[src/rtl/ctrl_pkg.sv]
// ctrl_pkg: state encoding, default framing byte and the saturating
// counter helper used by the controller packet receiver.
package ctrl_pkg;

    typedef enum logic [2:0] {WAIT_START, ID, BUTTONS, AXES, CHECK} state_t;

    localparam logic [7:0] START_CHAR_DEF = 8'hFF;

    function automatic logic [15:0] sat_inc16(input logic [15:0] v, input logic inc);
        return (inc && v != 16'hFFFF) ? v + 16'd1 : v;
    endfunction

endpackage

[src/rtl/ctrl_packet_rx_timeout.sv]
// ctrl_packet_rx_timeout: saturating cycle counter with clear and enable; tc is
// high while the count equals LIMIT.
//   clk_in, rst_in : clock, asynchronous active-high reset (loads RST_VAL)
//   clr            : synchronous clear to zero (wins over en)
//   en             : count one per cycle, holding at LIMIT
//   tc             : terminal count (count == LIMIT)
module ctrl_packet_rx_timeout #(
    parameter int LIMIT   = 1023,
    parameter int RST_VAL = 0
) (
    input  logic clk_in,
    input  logic rst_in,
    input  logic clr,
    input  logic en,
    output logic tc
);

    localparam int W = $clog2(LIMIT + 1);

    logic [W-1:0] cnt;

    assign tc = cnt == W'(LIMIT);

    always_ff @(posedge clk_in or posedge rst_in) begin
        if (rst_in) cnt <= W'(RST_VAL);
        else if (clr) cnt <= '0;
        else if (en && !tc) cnt <= cnt + W'(1);
    end

endmodule

[src/rtl/ctrl_packet_rx.sv]
// ctrl_packet_rx: framed multi-controller packet decoder with XOR checksum,
// inter-byte timeout and atomic per-controller commit.
// Optional stale flags are built when CTRL_PACKET_RX_STALE_EN is defined.
//   clk_in, rst_in      : clock, asynchronous active-high reset
//   byte_in             : received byte from spi_con
//   byte_valid_in       : one-cycle strobe qualifying byte_in
//   buttons_out         : controller c at [c*NUM_BUTTONS +: NUM_BUTTONS]
//   axes_out            : axis a of controller c at [(c*NUM_AXES+a)*8 +: 8]
//   update_out          : one-cycle commit pulse per controller
//   pkt_ok_count        : committed packets, saturating
//   pkt_err_count       : checksum, ID and timeout errors, saturating
//   stale_out           : controller not refreshed for STALE_CYCLES cycles
module ctrl_packet_rx
    import ctrl_pkg::*;
#(
    parameter int         NUM_CTRL       = 2,
    parameter int         NUM_BUTTONS    = 8,
    parameter int         NUM_AXES       = 2,
    parameter logic [7:0] START_CHAR     = START_CHAR_DEF,
    parameter int         TIMEOUT_CYCLES = 1024
`ifdef CTRL_PACKET_RX_STALE_EN
    ,
    parameter int         STALE_CYCLES   = 2**20
`endif
) (
    input  logic                           clk_in,
    input  logic                           rst_in,
    input  logic [7:0]                     byte_in,
    input  logic                           byte_valid_in,
    output logic [NUM_CTRL*NUM_BUTTONS-1:0] buttons_out,
    output logic [NUM_CTRL*NUM_AXES*8-1:0]  axes_out,
    output logic [NUM_CTRL-1:0]             update_out,
    output logic [15:0]                     pkt_ok_count,
    output logic [15:0]                     pkt_err_count,
    output logic [NUM_CTRL-1:0]             stale_out
);

    localparam int IW = $clog2(NUM_BUTTONS + NUM_AXES + 1);

    state_t                 state, nxt;
    logic [IW-1:0]          idx;
    logic [7:0]             id_r, xor_r;
    logic [NUM_BUTTONS-1:0] tmp_btn;
    logic [NUM_AXES*8-1:0]  tmp_axes;
    logic                   idle_tc, timeout, chk_ok, chk_err;

    // The limit cycle only times out if no byte arrives in it.
    assign timeout = state != WAIT_START && !byte_valid_in && idle_tc;
    assign chk_ok  = state == CHECK && byte_valid_in && byte_in == xor_r && id_r < 8'(NUM_CTRL);
    assign chk_err = (state == CHECK && byte_valid_in && !chk_ok) || timeout;

    // tc marks the TIMEOUT_CYCLES-th idle cycle since the last byte.
    ctrl_packet_rx_timeout #(.LIMIT(TIMEOUT_CYCLES - 1)) u_idle (
        .clk_in (clk_in),
        .rst_in (rst_in),
        .clr    (state == WAIT_START || byte_valid_in),
        .en     (1'b1),
        .tc     (idle_tc)
    );

    always_ff @(posedge clk_in or posedge rst_in) begin
        if (rst_in) state <= WAIT_START;
        else state <= nxt;
    end

    always_comb begin
        nxt = state;
        case (state)
            WAIT_START: nxt = (byte_valid_in && byte_in == START_CHAR) ? ID : WAIT_START;
            ID:         nxt = byte_valid_in ? BUTTONS : ID;
            BUTTONS:    nxt = (byte_valid_in && idx == IW'(NUM_BUTTONS - 1)) ? AXES : BUTTONS;
            AXES:       nxt = (byte_valid_in && idx == IW'(NUM_BUTTONS + NUM_AXES - 1)) ? CHECK : AXES;
            CHECK:      nxt = byte_valid_in ? WAIT_START : CHECK;
            default:    nxt = WAIT_START;
        endcase
        if (timeout) nxt = WAIT_START;
    end

    // idx runs across buttons then axes, so axis a sits at idx NUM_BUTTONS+a.
    always_ff @(posedge clk_in or posedge rst_in) begin
        if (rst_in) begin
            idx           <= '0;
            id_r          <= '0;
            xor_r         <= '0;
            tmp_btn       <= '0;
            tmp_axes      <= '0;
            buttons_out   <= '0;
            axes_out      <= '0;
            update_out    <= '0;
            pkt_ok_count  <= '0;
            pkt_err_count <= '0;
        end else begin
            update_out    <= '0;
            pkt_ok_count  <= sat_inc16(pkt_ok_count, chk_ok);
            pkt_err_count <= sat_inc16(pkt_err_count, chk_err);
            if (byte_valid_in && state == ID) begin
                id_r  <= byte_in;
                xor_r <= byte_in;
                idx   <= '0;
            end
            if (byte_valid_in && (state == BUTTONS || state == AXES)) begin
                xor_r <= xor_r ^ byte_in;
                idx   <= idx + IW'(1);
            end
            if (byte_valid_in && state == BUTTONS)
                tmp_btn <= {tmp_btn[NUM_BUTTONS-2:0], byte_in[0]};
            if (byte_valid_in && state == AXES)
                for (int a = 0; a < NUM_AXES; a++)
                    if (idx == IW'(NUM_BUTTONS + a)) tmp_axes[a*8 +: 8] <= byte_in;
            if (chk_ok)
                for (int c = 0; c < NUM_CTRL; c++)
                    if (id_r == 8'(c)) begin
                        buttons_out[c*NUM_BUTTONS +: NUM_BUTTONS] <= tmp_btn;
                        axes_out[c*NUM_AXES*8 +: NUM_AXES*8]      <= tmp_axes;
                        update_out[c]                             <= 1'b1;
                    end
        end
    end

`ifdef CTRL_PACKET_RX_STALE_EN
    // Counters reset to the limit so every controller starts out stale.
    for (genvar c = 0; c < NUM_CTRL; c++) begin : g_stale
        ctrl_packet_rx_timeout #(.LIMIT(STALE_CYCLES), .RST_VAL(STALE_CYCLES)) u_stale (
            .clk_in (clk_in),
            .rst_in (rst_in),
            .clr    (chk_ok && id_r == 8'(c)),
            .en     (1'b1),
            .tc     (stale_out[c])
        );
    end
`else
    assign stale_out = '0;
`endif

endmodule

[config.mk]
export PLATFORM = sky130hd
export DESIGN_NAME = ctrl_packet_rx
export DESIGN_NICKNAME = d
export VERILOG_FILES = /design/src/rtl/ctrl_pkg.sv /design/src/rtl/ctrl_packet_rx_timeout.sv /design/src/rtl/ctrl_packet_rx.sv
export SDC_FILE = /design/constraint.sdc
export NUM_CORES = 1
export LEC_CHECK = 0
export CORE_ASPECT_RATIO = 0.9
export CORE_MARGIN = 3
export CORE_UTILIZATION = 55
export CTS_BUF_LIST = sky130_fd_sc_hd__clkbuf_4
export CTS_CLUSTER_DIAMETER = 120
export DETAILED_ROUTE_END_ITERATION = 8
export PLACE_DENSITY_LB_ADDON = 0.25
export SLEW_MARGIN = 20
export SYNTH_ARGS = -nofsm -noshare
export SYNTH_HDL_FRONTEND = slang
export SYNTH_SLANG_ARGS = --single-unit
[constraint.sdc]
create_clock -name clk_in -period 12.8 [get_ports clk_in]
set_clock_uncertainty 0.15 [all_clocks]
set_input_delay 2.56 -clock clk_in [delete_from_list [all_inputs] [get_ports clk_in]]
set_output_delay 2.56 -clock clk_in [all_outputs]
set_load 0.01 [all_outputs]
==> results of run 1 <==
==> through the flow <==
step                worst slack, ns  cell area (um^2)  cells  hold slack (ns)
CTS                            7.95              7330    770            0.337
detailed placement             7.33              7050    738            0.306
finish                         7.91              7340    770            0.330
floorplan                      6.37              6050    536            0.307
global placement               7.43              7050    738            0.300
global route                   7.80              7340    770            0.363
==> worst reg2reg max path, cell delays in order (launching register included) <==
cell	delay (ns)
dfrtp_1	0.40
nor4_1	0.34
and4_1	0.36
a31oi_1	0.18
o21ai_1	0.74
mux2_2	0.41
==> routing by layer <==
layer | global-route usage | vias up | wire length, um
met2 | 0.346 | 106 | 6050
li1 | - | 2019 | -
met4 | 0.0630 | 0 | 113
met1 | 0.294 | 2138 | 5720
met5 | 0 | - | 0
met3 | 0.0608 | 8 | 677
==> worst paths after layout <==
| path | startpoint | end | slack (ns) | depth (start not counted) |
|---|---|---|---|---|
| setup / recovery | byte_in[1] | pkt_err_count[1] | 7.91 | 6 |
| hold / removal | buttons_out[5] | buttons_out[5] | 0.33 | 2 |
| setup reg to reg | id_r[1] | pkt_err_count[1] | 10.12 | 5 |
| hold reg to reg | buttons_out[5] | buttons_out[5] | 0.33 | 2 |
| max in group asynchronous | rst_in | tmp_axes[8] | 9.14 | 3 |
| min in group asynchronous | rst_in | tmp_axes[4] | 2.26 | 2 |
==> placed cells by master (no fill, tap or decap), drive strengths merged, types with 2 or more instances in the layout <==
cell,synthesis,final
xnor2,9,9
o2111ai,2,2
clkbuf,11,18
nor2b,3,3
nor4,7,7
nand4,8,8
and4,5,5
a211oi,2,2
nor2,21,21
o21ai,15,15
clkinvlp,0,2
nand2,105,105
or4,2,2
inv,11,21
clkdlybuf4s50,0,92
dfrtp,139,139
or2,3,3
nand4b,2,2
nand3b,2,2
nor3,17,17
ha,6,6
xor2,32,32
or3,6,6
and3,2,2
conb,1,2
nand3,23,23
and2,2,2
mux2i,2,2
a21oi,17,17
a31oi,3,3
buf,11,3
mux2,57,57
==> area by class of cell <==
type                    instances  area [um^2]  share of cell area
flip-flops and latches        139         3480               0.474
repair buffers                 95          947               0.129
clock inverters                14          149              0.0203
clock buffers                  18          135              0.0184
inverters                      11         46.3             0.00631
multi-input cells             364         2420               0.330
well taps                     129          161              0.0220
==> kinds of logic (layout without fill, tap and decap cells) <==
logic type,Yosys count,after routing,share of synthesized area
adders and majority gates,6,6,0.0124
other,1,2,0.000621
xor gates and xnor gates,41,41,0.0594
buffers and inverters,33,138,0.0257
and+or+nand+nor,211,211,0.171
DFF,139,139,0.576
AOI/OAI and AO/OA,45,45,0.0458
muxes,59,59,0.110
==> power groups by stage <==
stage          registers, mW  logic [mW]  clock network [mW]
2_1_floorplan          0.516       0.108                   0
3_3_place_gp           0.529       0.120                   0
3_5_place_dp           0.532       0.127                   0
4_1_cts                0.524       0.127               0.292
5_1_grt                0.532       0.143               0.312
6_report               0.526       0.125               0.286
==> sequential cells by signal, indices dropped and copies added, names as in the netlist, 8 cells and up <==
name / flops
buttons_out: 16
tmp_axes: 16
pkt_ok_count: 16
pkt_err_count: 16
u_idle.cnt: 10
xor_r: 8
id_r: 8
axes_out: 32
tmp_btn: 8
==> impl_metrics.ini, run 1 <==
[outcome]
status = complete, no violations

[clock_network]
cts_tree = done
postCtsHoldBufs = 0
cts_buffer_depth = 2
clk_latency_ns = 0.55
cts-htree-levels = 4
clock-sinks = 139
cts-root-buf = clkbuf_4
cts_resized = 0
cts_inserted_buffers = 17
postCtsSetupBuffers = 0
clk_pin_slew_ns = 0.14

[sta]
tightest_slew_ns = 1.02
period_needed_ns = 4.89
timing.setup.tns_ns = 0
finalCritPeriodShare = 0.382
setup_viol = 0
final_max_slew_viol_count = 0
slew_headroom = 0.321
finalHoldViolCount = 0
max_freq_mhz = 205
rsz0062_at_grt = no

[yosys]
synth.distinct_cells = 46
syn-cell-area_mm2 = 0.00604
synth_seq_cells = 139
synth_edf_count = 0
synthCells = 535
async_reset_ff_frac = 1.00
ys_seq_area_frac = 0.576
synthTopCellsByArea = dfrtp_1, mux2_2, nand2_1
synth.top_cell.area_share = 0.576
yosysWarnings = 0
yosys.area.top_type = dfrtp_1
netlist_top_cells_count = dfrtp_1, nand2_1, mux2_2, xor2_1, nand3_1
synth_flop_cell = dfrtp_1
avgSynthCellArea_um2 = 11.3
yosysMostFrequentCell = dfrtp_1

[power]
clock_power_share = 0.305
powerDensity_mw_per_mm2 = 128
p_int_mw = 0.645
power_frac_comb = 0.134
seqPwrFrac = 0.561
total_power_mw = 0.937
netSwitchingFraction = 0.312
p_leak_nw = 3.49
p_switching_mw = 0.292
vdd_ir_drop_max_mv = 0.101

[final_layout]
diodes = 0
fillCellCount = 748
area_growth_pct = 21.4
fin_nets = 645
drive_gt1_frac = 0.165
post-route-util = 0.701

[grt]
gr-usage-all-layers = 0.218
grt_max_degree = 89
grt_pass1_wl_mm = 21.2
grt_overflow = 0
grt_pass1_vias = 4402
antenna_found_initial = 0

[route]
ant_nets = 0
wire_per_inst_um = 16.3
drtIter0Drc = 307
post_drt_via_cell_ratio = 5.55
drc_errors = 0
wl_mm = 12.6
drtPass1Iterations = 4
via_count = 4271

[worst_setup_path]
crit_required_ns = 13.10
slowest_stage = o21ai_1
cp_slowest_stage_delay_ns = 0.74
crit_path_end_kind = register
cp_top_family = compound AO/OA/AOI/OAI gates
cp_cell_sequence = clkdlybuf4s50_1, xor2_1, nor4_4, a31oi_1, o21ai_1, mux2_2
start_kind = primary input
path_buf_inv = 1
worst-path-max-fanout = 14
arrival_ns = 5.19
critPathKind = in -> reg

[floorplan]
die_h_um = 105
die_x_um = 116
io_pins = 95
dieArea_mm2 = 0.0123
core_region_area_mm2 = 0.0105
rows = 35
start_util = 0.577

[flow_run]
drv_cap = 0

[placed_design]
portBuffers = 92
gp_congestion = 0.794
dp_hpwl_mm = 8.45

[worst_hold_path]
hold_class = reg -> reg
Power figures use the tool's default switching activity.
==> inputs of run 2 (changes only) <==
--- a/config.mk
+++ b/config.mk
@@ -7,7 +7,7 @@
 export LEC_CHECK = 0
 export CORE_ASPECT_RATIO = 0.9
 export CORE_MARGIN = 3
-export CORE_UTILIZATION = 55
+export CORE_UTILIZATION = 50
 export CTS_BUF_LIST = sky130_fd_sc_hd__clkbuf_4
 export CTS_CLUSTER_DIAMETER = 120
 export DETAILED_ROUTE_END_ITERATION = 8
==> constraint.sdc (replaced) <==
create_clock -name clk_in -period 4.3 [get_ports clk_in]
set_clock_uncertainty 0.15 [all_clocks]
set_input_delay 0.86 -clock clk_in [delete_from_list [all_inputs] [get_ports clk_in]]
set_output_delay 0.86 -clock clk_in [all_outputs]
set_load 0.01 [all_outputs]
==> impl_metrics.ini, run 2 (synthesis gave the netlist of run 1 again) <==
[sta]
slew_headroom = 0.504
setup_viol = 0
timing.setup.tns_ns = 0
finalCritPeriodShare = 0.688
period_needed_ns = 2.96
tightest_slew_ns = 0.742
timing.hold.ws_ns = 0.329
max_freq_mhz = 338
rsz0062_at_grt = no
final_max_slew_viol_count = 0
finalHoldViolCount = 0
layout_setup_ws_ns = 1.34

[floorplan]
core_region_area_mm2 = 0.0116
die_h_um = 110
rows = 37
start_util = 0.520
die_x_um = 122
dieArea_mm2 = 0.0134
io_pins = 95

[worst_setup_path]
arrival_ns = 3.25
start_kind = primary input
crit_path_end_kind = register
worst-path-max-fanout = 8
crit_required_ns = 4.59
critPathKind = in -> reg

[final_layout]
finalInstanceArea_mm2 = 0.00736
multi_input_area_mm2 = 0.00242
area_growth_pct = 21.7
ff_latch_area_mm2 = 0.00348
largest_reg_flops = 32
top_register = axes_out
drive_gt1_frac = 0.172
diodes = 0
fin_nets = 650
fillCellCount = 942
final_cell_mix = dfrtp_1, nand2_1, clkdlybuf4s50_1
final_common_cell = dfrtp_1
post-route-util = 0.633

[grt]
grt_overflow = 0
grt_pass1_wl_mm = 20.3
gr-usage-all-layers = 0.194
antenna_found_initial = 0
grt_max_degree = 106
grt_pass1_vias = 4087

[clock_network]
clk_latency_ns = 0.53
cts_buffer_depth = 2
postCtsHoldBufs = 0
postCtsSetupBuffers = 0
clock-sinks = 139
clk_pin_slew_ns = 0.12
cts-root-buf = clkbuf_4
cts_inserted_buffers = 17
cts_resized = 0
cts_tree = done
cts-htree-levels = 4

[route]
wl_mm = 12.3
via_count = 4224
drc_errors = 0
drtPass1Iterations = 4
ant_nets = 0
drtIter0Drc = 339
wire_per_inst_um = 15.3
post_drt_via_cell_ratio = 5.27

[worst_hold_path]
hold_class = reg -> reg

[placed_design]
gp_congestion = 0.802
post-place-ws_ns = 0.771
dp_hpwl_mm = 8.85
portBuffers = 92
placed_area_mm2 = 0.00713

[flow_run]
drv_cap = 0

[power]
p_leak_nw = 3.49
vdd_ir_drop_max_mv = 0.247
powerDensity_mw_per_mm2 = 359

[outcome]
status = complete, no violations
-- run 2: worst paths after layout --
kind	startpoint	to	slack, ns	depth (start not counted)
setup / recovery	byte_in[2]	pkt_ok_count[9]	1.34	7
hold / removal	buttons_out[2]	buttons_out[2]	0.33	2
setup reg to reg	u_idle.cnt[0]	pkt_err_count[15]	1.79	8
hold reg to reg	buttons_out[2]	buttons_out[2]	0.33	2
max in group asynchronous	rst_in	pkt_ok_count[9]	2.90	3
min in group asynchronous	rst_in	id_r[5]	0.67	3
-- run 2: critical path, stage by stage --
cell	delay, ns
clkdlybuf4s50_1	0.57
xor2_1	0.26
nor4_4	0.42
o2111ai_4	0.23
or3_1	0.53
nor3_2	0.19
xor2_1	0.18
-- run 2: stage by stage --
step | std cells | power, mW
after floorplan | 536 | 1.86
after global placement | 770 | 1.94
after detailed placement | 770 | 1.96
after CTS | 802 | 2.67
after global routing | 802 | 2.80
final | 802 | 2.64
-- run 2: metal layers --
layer  vias up  track usage  part of all wire
met5         -            0                 0
met4         0       0.0520             0.012
met3        12       0.0607             0.059
met2       112        0.314              0.48
met1      2070        0.257              0.45
li1       2030            -                 -
-- run 2: cell type report --
class,count,share of cell area
sequential,139,0.473
multi-input combinational,364,0.328
timing repair buffer,100,0.135
tap,156,0.0265
clock buffer,17,0.0173
clock inverter,15,0.0138
inverter,11,0.00612
-- run 2: power by group --
part | switching [mW] | internal (mW)
Combinational | 0.203 | 0.173
Sequential | 0.130 | 1.43
Clock | 0.477 | 0.227
==> inputs of run 3 (changes only) <==
--- a/config.mk
+++ b/config.mk
@@ -7,7 +7,7 @@
 export LEC_CHECK = 0
 export CORE_ASPECT_RATIO = 0.9
 export CORE_MARGIN = 3
-export CORE_UTILIZATION = 50
+export CORE_UTILIZATION = 55
 export CTS_BUF_LIST = sky130_fd_sc_hd__clkbuf_4
 export CTS_CLUSTER_DIAMETER = 120
 export DETAILED_ROUTE_END_ITERATION = 8
==> constraint.sdc (replaced) <==
create_clock -name clk_in -period 3.1 [get_ports clk_in]
set_clock_uncertainty 0.15 [all_clocks]
set_input_delay 0.62 -clock clk_in [delete_from_list [all_inputs] [get_ports clk_in]]
set_output_delay 0.62 -clock clk_in [all_outputs]
set_load 0.01 [all_outputs]
==> impl_metrics.ini, run 3 (synthesis gave the netlist of run 1 again) <==
[final_layout]
area_growth_pct = 23.6
drive_gt1_frac = 0.181
largest_reg_flops = 32
finalInstanceArea_mm2 = 0.00747
final_cell_mix = dfrtp_1, nand2_1, clkdlybuf4s50_1
diodes = 0
top_register = axes_out
final_common_cell = dfrtp_1
post-route-util = 0.714
fin_nets = 662
layout.cells.non_filler = 786

[clock_network]
cts-htree-levels = 4
cts_resized = 0
clk_pin_slew_ns = 0.13
clock-sinks = 139
postCtsHoldBufs = 0
clk_latency_ns = 0.53
cts_buffer_depth = 2
cts_inserted_buffers = 17
postCtsSetupBuffers = 0
cts_tree = done
cts-root-buf = clkbuf_4

[placed_design]
post-place-ws_ns = 0.0210
portBuffers = 92
dp.cells = 755
gp_congestion = 0.802
dp_hpwl_mm = 8.92
placed_area_mm2 = 0.00722

[grt]
grt_pass1_vias = 4459
antenna_found_initial = 0
gr-usage-all-layers = 0.229
grt_pass1_wl_mm = 22.1
grt_overflow = 0
grt_max_degree = 52

[sta]
tightest_slew_ns = 0.601
timing.setup.tns_ns = 0
timing.hold.ws_ns = 0.332
finalCritPeriodShare = 0.820
layout_setup_ws_ns = 0.558
rsz0062_at_grt = no
period_needed_ns = 2.54
final_max_slew_viol_count = 0
max_freq_mhz = 393
setup_viol = 0
finalHoldViolCount = 0
slew_headroom = 0.599

[route]
wire_per_inst_um = 16.4
via_count = 4334
ant_nets = 0
drtIter0Drc = 219
wl_mm = 12.9
drc_errors = 0
post_drt_via_cell_ratio = 5.51
drtPass1Iterations = 4

[floorplan]
die_x_um = 116
die_h_um = 105
start_util = 0.577
rows = 35
core_region_area_mm2 = 0.0105
io_pins = 95
dieArea_mm2 = 0.0123

[worst_setup_path]
crit_required_ns = 3.39
arrival_ns = 2.83
start_kind = primary input
worst-path-max-fanout = 6
critPathKind = in -> reg
crit_path_end_kind = register

[flow_run]
drv_cap = 0

[power]
vdd_ir_drop_max_mv = 0.382
powerDensity_mw_per_mm2 = 506
p_leak_nw = 3.54
total_power_mw = 3.78

[outcome]
status = complete, no violations

[worst_hold_path]
hold_class = in -> async
[run 3: changes by cell type in the layout (fill, tap and decap cells not counted)]
| cell | previous run | this run |
|---|---|---|
| clkinv_1 | 0 | 3 |
| bufinv_16 | 0 | 1 |
| buf_12 | 1 | 4 |
| buf_4 | 7 | 16 |
| clkinvlp_4 | 4 | 6 |
| clkinv_2 | 7 | 0 |
[run 3: metal layers]
metal	GRT usage	routed length [um]	vias up
met1	0.308	5810	2166
met2	0.351	6060	102
met4	0.0704	183	0
met3	0.0804	802	16
li1	-	-	2050
met5	0	0	-
[run 3: critical path: stages]
cell and delay (ns):
clkdlybuf4s50_1 0.46, xor2_1 0.21, nor4_4 0.46, o2111ai_4 0.20, or3_1 0.52, nor2_1 0.17
xor2_1 0.18
[run 3: power breakdown]
group          switching, mW  total [mW]  internal [mW]
registers              0.188        2.17           1.98
logic                  0.293       0.547          0.255
clock network          0.666        1.06          0.393
[run 3: path summary, 6_finish.rpt]
kind / start / to / slack [ns] / cells after the start
min in group clk_in: axes_out[13] / axes_out[13] / 0.33 / 2
worst min register to register: axes_out[13] / axes_out[13] / 0.33 / 2
worst min-delay path: rst_in / tmp_axes[14] / 0.33 / 2
worst max register to register: u_idle.cnt[0] / pkt_err_count[15] / 0.65 / 8
max in group asynchronous: rst_in / tmp_axes[6] / 1.74 / 3
worst max-delay path: byte_in[2] / pkt_ok_count[13] / 0.56 / 7
[run 3: final cells by class]
type	count	area [um^2]
Inverter	11	45.0
Sequential cell	139	3480
Clock buffer	17	128
Multi-Input combinational cell	364	2420
Fill cell	739	2990
Tap cell	129	161
Clock inverter	14	123
Timing Repair Buffer	112	1120
==> edit, RTL diff (config.mk and constraints of run 2) <==
Add a define of `CTRL_PACKET_RX_STALE_EN`.
--- a/src/rtl/ctrl_packet_rx.sv
+++ b/src/rtl/ctrl_packet_rx.sv
@@ -10,6 +10,8 @@
 //   pkt_ok_count        : committed packets, saturating
 //   pkt_err_count       : checksum, ID and timeout errors, saturating
 //   stale_out           : controller not refreshed for STALE_CYCLES cycles
+`define CTRL_PACKET_RX_STALE_EN
+
 module ctrl_packet_rx
     import ctrl_pkg::*;
 #(
Formal check against the unedited RTL: not equivalent (Yosys sat finds a counterexample within 4 cycles, from zero or initial values and one cycle with rst_in high).
==> edit against run 2 <==
- area after synthesis grew 36%
- design area grew 30%
- sequential cell count grew 42
- critical path depth shrank 1
- routed wire length grew 38%
- setup slack lost 0.65 ns
- power grew 30%
- largest cell class unchanged
==> edit: results (changes against run 2) <==
[synthesis]
synth_seq_area_share=0.5524  ; was 0.5756
yosysWarnings=0  ; unchanged
synth.distinct_cells=48  ; was 46
ys_top_cells_by_area=dfrtp_1 (55%), mux2_2 (7.1%), mux2_1 (4.4%), xor2_1 (4.3%), xnor2_1 (3.6%)  ; was dfrtp_1 (58%), mux2_2 (11%), nand2_1 (6.5%), xor2_1 (4.6%), nand3_1 (1.9%)
synth_area_per_cell_um2=11.59  ; was 11.30 um^2
synth_commonest_cells=dfrtp_1 (179), nor2_1 (71), mux2_2 (52)  ; was dfrtp_1 (139), nand2_1 (105), mux2_2 (57)

[placement]
place_ws_ns=0.6754  ; was 0.7714 ns
gp_congestion=0.8660  ; was 0.8021
dp_cells=984  ; was 770
hpwl_mm=11.95  ; was 8.849 mm
port_buffers=94  ; was 92

[setup_path]
rr_worst_depth=6  ; was 8
r2r_end=g_stale[1].u_stale.cnt[6]$_DFFE_PP0P_  ; was pkt_err_count[15]$_DFFE_PP0P_
reg2reg_from=id_r[7]$_DFFE_PP0P_  ; was u_idle.cnt[0]$_DFFE_PP0P_
endpoint=stale_out[1]  ; was pkt_ok_count[9]$_DFFE_PP0P_
slowest_delay_ns=0.60  ; was 0.57 ns
rrSetupSlack_ns=1.54  ; was 1.79 ns

[timing]
holdWs_ns=0.3504  ; was 0.3286 ns
slew_headroom=0.3393  ; was 0.5037
worst_slack_ns=0.6883  ; was 1.341 ns

[route]
vias=5582  ; was 4224
first_pass_iters=5  ; was 4
dr_wl_met2_mm=8.237  ; was 5.859 mm
wl_met1_mm=7.779  ; was 5.557 mm
met3WireLength_um=742  ; was 719 um
first_iter_violations=347  ; was 339

[power]
power.internal_mw=2.465  ; was 1.831 mW
clock_power_uw=889  ; was 704 uW
total_power_mw=3.444  ; was 2.641 mW
p_seq_mw=2.07  ; was 1.56 mW
leakagePower_nw=4.358  ; was 3.487 nW

[min_path]
holdPathStages=1  ; was 2
min_from=axes_out[17]$_DFFE_PP0P_  ; was buttons_out[2]$_DFFE_PP0P_
hold_end=axes_out[17]$_DFFE_PP0P_  ; was buttons_out[2]$_DFFE_PP0P_

[finish]
drive_gt1_frac=0.1351  ; was 0.1718
nNetsFinal=823  ; was 650

[outcome]
status=complete, no violations  ; unchanged

[global_route]
gr-usage-all-layers=0.1980  ; was 0.1942
use_met2=0.3193  ; was 0.3143
grt_pass1_wl_mm=28.74  ; was 20.28 mm

[edit: cell count changes after synthesis, moves of 9 or more]
| cell | delta |
|---|---|
| nand2_1 | -75 |
| nor2_1 | +54 |
| dfrtp_1 | +40 |
| mux2_1 | +32 |
| xnor2_1 | +25 |
| nand4_1 | +22 |
| and3_1 | +15 |
| nand3_1 | +11 |
| a21oi_1 | +9 |
[edit: kinds of logic after synthesis]
family | count (synthesis) | share of synthesized area
multiplexers | 89 | 0.1214
AND/OR/NAND/NOR | 252 | 0.1639
buffers and inverters | 46 | 0.03050
AO/OA/AOI/OAI | 56 | 0.03752
flip-flops | 181 | 0.5524
XOR/XNOR | 74 | 0.07900
adder cells (fa/ha/maj) | 10 | 0.01525
[edit: area by class of cell]
cell class / instances / area (um^2)
clock inverter: 13 / 116.4
multi-input combinational: 481 / 3425
sequential: 181 / 4532
clock buffer: 18 / 135.1
inverter: 17 / 67.56
timing repair buffer: 104 / 1066
tap: 202 / 252.7
fill: 1276 / 6170
